**config.mk**
```make
export PLATFORM = sky130hd
export DESIGN_NAME = seq_chunk_adder_flat
export DESIGN_NICKNAME = d
export VERILOG_FILES = /design/src/rtl/seq_chunk_adder_if.sv /design/src/rtl/seq_chunk_adder.sv /design/src/flat_wrapper.sv
export SDC_FILE = /design/constraint.sdc
export NUM_CORES = 1
export LEC_CHECK = 0
export BUFFER_PORTS_ARGS = -buffer_cell sky130_fd_sc_hd__buf_4
export CAP_MARGIN = 30
export CELL_PAD_IN_SITES_DETAIL_PLACEMENT = 0
export CELL_PAD_IN_SITES_GLOBAL_PLACEMENT = 1
export CORE_AREA = 2 2 144 146
export CTS_BUF_LIST = sky130_fd_sc_hd__clkbuf_8
export DETAILED_ROUTE_END_ITERATION = 10
export DIE_AREA = 0 0 146 148
export GPL_ROUTABILITY_DRIVEN = 0
export GPL_TIMING_DRIVEN = 0
export MAX_ROUTING_LAYER = met4
export PLACE_DENSITY_LB_ADDON = 0.1
export SETUP_SLACK_MARGIN = 0.3
export SKIP_CTS_REPAIR_TIMING = 1
export SLEW_MARGIN = 10
export SYNTH_ARGS = -nofsm -noshare
export SYNTH_HDL_FRONTEND = slang
export SYNTH_SLANG_ARGS = --single-unit
```
**constraint.sdc**
```tcl
create_clock -name clk -period 6.1 [get_ports clk]
set_input_delay 1.22 -clock clk [delete_from_list [all_inputs] [get_ports clk]]
set_output_delay 1.22 -clock clk [all_outputs]
set_load 0.005 [all_outputs]
```
**src/rtl/seq_chunk_adder_if.sv**
```systemverilog
// Start/done bus of the sequential chunk adder. The master issues operations
// and the adder (slave) returns busy/done and the registered result.
//
// Handshake: the slave samples start on a rising clock edge and accepts it
// only when it is not busy (idle, or in the done cycle for back-to-back use).
// a/b/cin/sub are captured on that edge. start seen while busy is ignored.
// done is a one-cycle pulse; s/cout/ovf are valid from then until the next
// accepted start.
interface seq_chunk_adder_if #(
  parameter int WIDTH = 64
);
  logic             start;
  logic             sub;
  logic [WIDTH-1:0] a;
  logic [WIDTH-1:0] b;
  logic             cin;
  logic             busy;
  logic             done;
  logic [WIDTH-1:0] s;
  logic             cout;
  logic             ovf;

  modport master (
    output start, sub, a, b, cin,
    input  busy, done, s, cout, ovf
  );

  modport slave (
    input  start, sub, a, b, cin,
    output busy, done, s, cout, ovf
  );
endinterface

```
**src/rtl/seq_chunk_adder.sv**
```systemverilog
// Multi-cycle ripple-carry adder/subtractor: one CHUNK-bit slice per clock,
// LSB chunk first, carry held in a register between chunks.
module seq_chunk_adder #(
  parameter int WIDTH = 64,
  parameter int CHUNK = 8
) (
  input  logic              clk,
  input  logic              rst_n,
  seq_chunk_adder_if.slave  bus,
  output logic [1:0]        state_dbg
);

  localparam int CHUNK_SAFE = (CHUNK < 1) ? 1 : CHUNK;
  localparam int N          = WIDTH / CHUNK_SAFE;
  localparam int KW         = (N > 1) ? $clog2(N) : 1;

  generate
    if (CHUNK < 1 || (WIDTH % CHUNK_SAFE) != 0) begin : g_bad_chunk
      $error("seq_chunk_adder: CHUNK must be >= 1 and divide WIDTH");
    end
  endgenerate

  // Debug encoding: IDLE=0, RUN=1, DONE=2.
  typedef enum logic [1:0] {
    IDLE = 2'd0,
    RUN  = 2'd1,
    DONE = 2'd2
  } state_e;

  state_e           state;
  state_e           state_nxt;
  logic [KW-1:0]    k;
  logic [WIDTH-1:0] a_q;
  logic [WIDTH-1:0] b_q;
  logic [WIDTH-1:0] s_q;
  logic             carry_q;
  logic             cout_q;
  logic             ovf_q;

  logic             accept;
  logic             last;
  logic [CHUNK-1:0] a_c;
  logic [CHUNK-1:0] b_c;
  logic [CHUNK-1:0] sum_c;
  logic             c_out;

  assign accept = bus.start && (state != RUN);
  assign last   = (k == KW'(N - 1));

  // State register
  always_ff @(posedge clk or negedge rst_n) begin
    if (!rst_n) state <= IDLE;
    else        state <= state_nxt;
  end

  // Next-state logic
  always_comb begin
    state_nxt = state;
    case (state)
      IDLE:    if (bus.start) state_nxt = RUN;
      RUN:     if (last)      state_nxt = DONE;
      DONE:    state_nxt = bus.start ? RUN : IDLE;
      default: state_nxt = IDLE;
    endcase
  end

  // Output decode: both flags come straight from the state register.
  always_comb begin
    bus.busy = (state == RUN);
    bus.done = (state == DONE);
  end

  assign state_dbg = state;

  // The single CHUNK-bit adder slice.
  always_comb begin
    a_c            = CHUNK'(a_q >> (int'(k) * CHUNK));
    b_c            = CHUNK'(b_q >> (int'(k) * CHUNK));
    {c_out, sum_c} = {1'b0, a_c} + {1'b0, b_c} + {{CHUNK{1'b0}}, carry_q};
  end

  // Subtraction is a + ~b + 1, so b is inverted and the carry forced to 1.
  always_ff @(posedge clk or negedge rst_n) begin
    if (!rst_n) begin
      a_q     <= '0;
      b_q     <= '0;
      s_q     <= '0;
      carry_q <= 1'b0;
      cout_q  <= 1'b0;
      ovf_q   <= 1'b0;
      k       <= '0;
    end else if (accept) begin
      a_q     <= bus.a;
      b_q     <= bus.sub ? ~bus.b : bus.b;
      carry_q <= bus.sub ? 1'b1 : bus.cin;
      s_q     <= '0;
      cout_q  <= 1'b0;
      ovf_q   <= 1'b0;
      k       <= '0;
    end else if (state == RUN) begin
      s_q[int'(k) * CHUNK +: CHUNK] <= sum_c;
      carry_q                       <= c_out;
      k                             <= k + 1'b1;
      if (last) begin
        cout_q <= c_out;
        // Carry into the MSB is recovered from the MSB sum bit.
        ovf_q  <= a_c[CHUNK-1] ^ b_c[CHUNK-1] ^ sum_c[CHUNK-1] ^ c_out;
      end
    end
  end

  assign bus.s    = s_q;
  assign bus.cout = cout_q;
  assign bus.ovf  = ovf_q;

endmodule

```
**src/flat_wrapper.sv**
```systemverilog
// flat-port wrapper written by rule: the top's interface ports become plain ports
module seq_chunk_adder_flat 
#(
  parameter int WIDTH = 64,
  parameter int CHUNK = 8
)
  (clk, rst_n, state_dbg, bus_start, bus_sub, bus_a, bus_b, bus_cin, bus_busy, bus_done, bus_s, bus_cout, bus_ovf);
  seq_chunk_adder_if #(.WIDTH(WIDTH)) bus_i ();
  input  logic clk;
  input  logic rst_n;
  output logic [1:0] state_dbg;
  input wire logic [$bits(bus_i.start)-1:0] bus_start;
  input wire logic [$bits(bus_i.sub)-1:0] bus_sub;
  input wire logic [$bits(bus_i.a)-1:0] bus_a;
  input wire logic [$bits(bus_i.b)-1:0] bus_b;
  input wire logic [$bits(bus_i.cin)-1:0] bus_cin;
  output wire logic [$bits(bus_i.busy)-1:0] bus_busy;
  output wire logic [$bits(bus_i.done)-1:0] bus_done;
  output wire logic [$bits(bus_i.s)-1:0] bus_s;
  output wire logic [$bits(bus_i.cout)-1:0] bus_cout;
  output wire logic [$bits(bus_i.ovf)-1:0] bus_ovf;
  assign bus_i.start = bus_start;
  assign bus_i.sub = bus_sub;
  assign bus_i.a = bus_a;
  assign bus_i.b = bus_b;
  assign bus_i.cin = bus_cin;
  assign bus_busy = bus_i.busy;
  assign bus_done = bus_i.done;
  assign bus_s = bus_i.s;
  assign bus_cout = bus_i.cout;
  assign bus_ovf = bus_i.ovf;
  seq_chunk_adder #(.WIDTH(WIDTH), .CHUNK(CHUNK)) u_core (.clk(clk), .rst_n(rst_n), .bus(bus_i), .state_dbg(state_dbg));
endmodule
```
==> impl_results.md <==
- Cells after Synth: 823
- Nets: 1191
- Hold Crit Class: reg2reg
- Synth Flop Type: dfrtp_1
- Detail Placement HPWL: 18300 µm
- Drt first-iter violations: 318
- Antenna-violating nets left: 0
- CTS sink cnt: 200
- Leakage: 5.41 nW
- # port buffers: 202
- Synth area leader: dfrtp_1
- Area after DPL: 11300 µm²
- Layout cell share with drive strength beyond 1: 0.356
- Synth Net Count: 969
- Worst setup EP type: flip-flop
- Final Cycle Share: 0.675
- Worst endpoint required time: 6.43 ns
- FF+latch area: 5000 µm²
- Max Fclk: 243 MHz
- Slew Limit Headroom: 0.395
- RSZ-0062 raised after global routing: no
- Post-synth EDFFs: 0
- H-tree levels: 4
- R2R cell count: 13
- Via/cell ratio: 5.20
- Arrival time at the worst endpoint: 4.45 ns
- Worst-path clk slew: 0.11 ns
- Largest net degree at the start of global routing: 104
- Sequential area share after synthesis: 0.530
- Top cell type's share of synthesized area: 0.530
- Critical path origin: u_core.k[1]
- Fill count: 1843
- Core area: 20000 µm²
- Synth Warn #: 0
- Worst-Skew Late Latency: 0.49 ns
- Max-slew violations: 0
- Ant. Diodes: 0
- Minimum clock period: 4.12 ns
- Flop-to-flop setup slack: 1.98 ns
- Number of global-route vias before repair: 7086
- Seq cells post-synth: 200
- Status: complete, no violations
- Deepest clock path buffer count: 2
- Overall Power: 6.55 mW
- WL/cell: 18.4 µm
- Max Clock Skew: 0.0253 ns
- Combined area of the multi-input logic cells: 4040 µm²
- Syn avg cell area: 11.5 µm²
- Initial antenna violation count: 0
- End point of the critical path: u_core.bus.s[14]
- Reg-to-reg startpoint: u_core.k[1]
- Post-Layout Inst Area: 11700 µm²
- Clk root buf: clkbuf_8
- Final Hold Fails: 0
- # rows: 52
- Total wire length: 24400 µm
- Pre-CTS setup slack: 1.94 ns
- Area contributors post-synth: dfrtp_1 (53%), mux2_2 (7.6%), mux4_2 (7.4%), o21ai_0 (7.1%), xnor2_1 (6.0%)
- Vias: 6900
- Post-synthesis cell type count: 42
- GRT Util Overall: 0.242
- Num CTS Buffers: 17
- Post-route insts no fill: 1328
- # IOs: 203
- PD cells: 560 nW/µm²
- Worst Max-Slew Pin Slew: 0.904 ns
- Worst VDD drop: 0.357 mV
- CP max FO: 10
- Max_cap viols: 0
- # setup viols final: 0
- Synth-to-layout area growth: 23.9%
- Post-synth ARST share: 1.00
- DR pass1 iterations: 5
- Die W: 146 µm
- CTS tree: done
- Hold path depth: 2
- Die height: 148 µm
- Die area: 21600 µm²
- Inst Count DP: 1296
- Initial Util: 0.471
- RR Endpoint: u_core.bus.s[14]
- Grt total ovfl: 0
- DRC: 0
- Setup TNS: 0 ns
- Synthesized cell area: 9440 µm²
- PnR worst setup slack: 1.98 ns
- Critical Path Source Type: flip-flop
- Final hold slack: 0.484 ns
- Final core utilization: 0.584
- Setup CP Type: reg2reg
- First-pass GRT wire length: 39000 µm
[critical path, stage by stage (launching register included)]
cell and delay (ns):
dfrtp_1 0.36, buf_2 0.26, clkbuf_1 0.62, mux4_2 0.45, nand2_1 0.09, nand2_1 0.07
fa_1 0.45, inv_1 0.09, fa_1 0.21, nand2b_1 0.14, a21oi_1 0.11, a31oi_1 0.21
xor2_1 0.70, o21ai_0 0.21
[layer usage]
metal  vias up  wire length [µm]  share of wire  global-route usage
met5         -                 0              0                   -
met2       180             12100           0.50               0.388
li1       3304                 -              -                   -
met4         0               233         0.0096              0.0578
met3        18              1200          0.049              0.0444
met1      3398             10900           0.45               0.326
[flip-flops by register name, summed over array words and instances, names as in the netlist]
signal / count
u_core.bus.ovf: 1
u_core.bus.s: 64
u_core.k: 3
u_core.b_q: 64
u_core.carry_q: 1
u_core.state_dbg: 2
u_core.a_q: 64
u_core.bus.cout: 1
[power by group]
| part | switching [mW] | total (mW) | internal (mW) |
|---|---|---|---|
| Clock | 0.515 | 0.815 | 0.299 |
| Sequential | 0.316 | 2.23 | 1.92 |
| Combinational | 2.02 | 3.50 | 1.48 |
[placed cells by master, fill, tap and decap left out, types with 11 or more instances in the layout]
cell      synthesis  routed
buf_4             9     210
dfrtp_1         200     200
o21ai_0         133     133
nand2_1         131     131
nand3_1          68      68
xnor2_1          65      65
mux2_2           64      64
mux4_2           31      31
buf_2            21      21
clkbuf_8          0      17
clkbuf_1         13      13
inv_1            10      12
buf_6            11      11
ha_1             11      11
[layout make-up]
cell class / instances / area share
clock buffer: 17 / 0.0200
tap: 270 / 0.0289
inverter: 12 / 0.00385
multi-input combinational: 556 / 0.345
clock inverter: 15 / 0.0114
sequential: 200 / 0.428
timing repair buffer: 203 / 0.133
buffer: 55 / 0.0298
[logic make-up after synthesis]
kind of cell               count (synthesis)  synth area share
muxes                                     96             0.153
DFF                                      200             0.530
and+or+nand+nor                          228             0.107
xor gates and xnor gates                  70            0.0657
AOI/OAI and AO/OA                        149            0.0832
buffers and inverters                     67            0.0417
adders and majority gates                 13            0.0188
[Yosys cell counts (all sizes together) (5+ instances only)]
cell / count
nand2: 131
mux2: 64
nor2: 10
dfrtp: 200
buf: 42
a21oi: 5
o21ai: 133
nand3: 68
clkbuf: 13
xor2: 5
inv: 10
xnor2: 65
ha: 11
mux4: 32
[worst min path at each step]
| stage | end | slack (ns) | startpoint |
|---|---|---|---|
| 2_1_floorplan | u_core.b_q[15] | 0.44 | u_core.b_q[15] |
| 3_3_place_gp | u_core.b_q[7] | 0.46 | u_core.b_q[7] |
| 3_5_place_dp | u_core.b_q[7] | 0.47 | u_core.b_q[7] |
| 4_1_cts | u_core.b_q[16] | 0.49 | u_core.b_q[16] |
| 5_1_grt | u_core.b_q[57] | 0.51 | u_core.b_q[57] |
| 6_report | u_core.b_q[25] | 0.48 | u_core.b_q[25] |
Power figures use the tool's default switching activity.
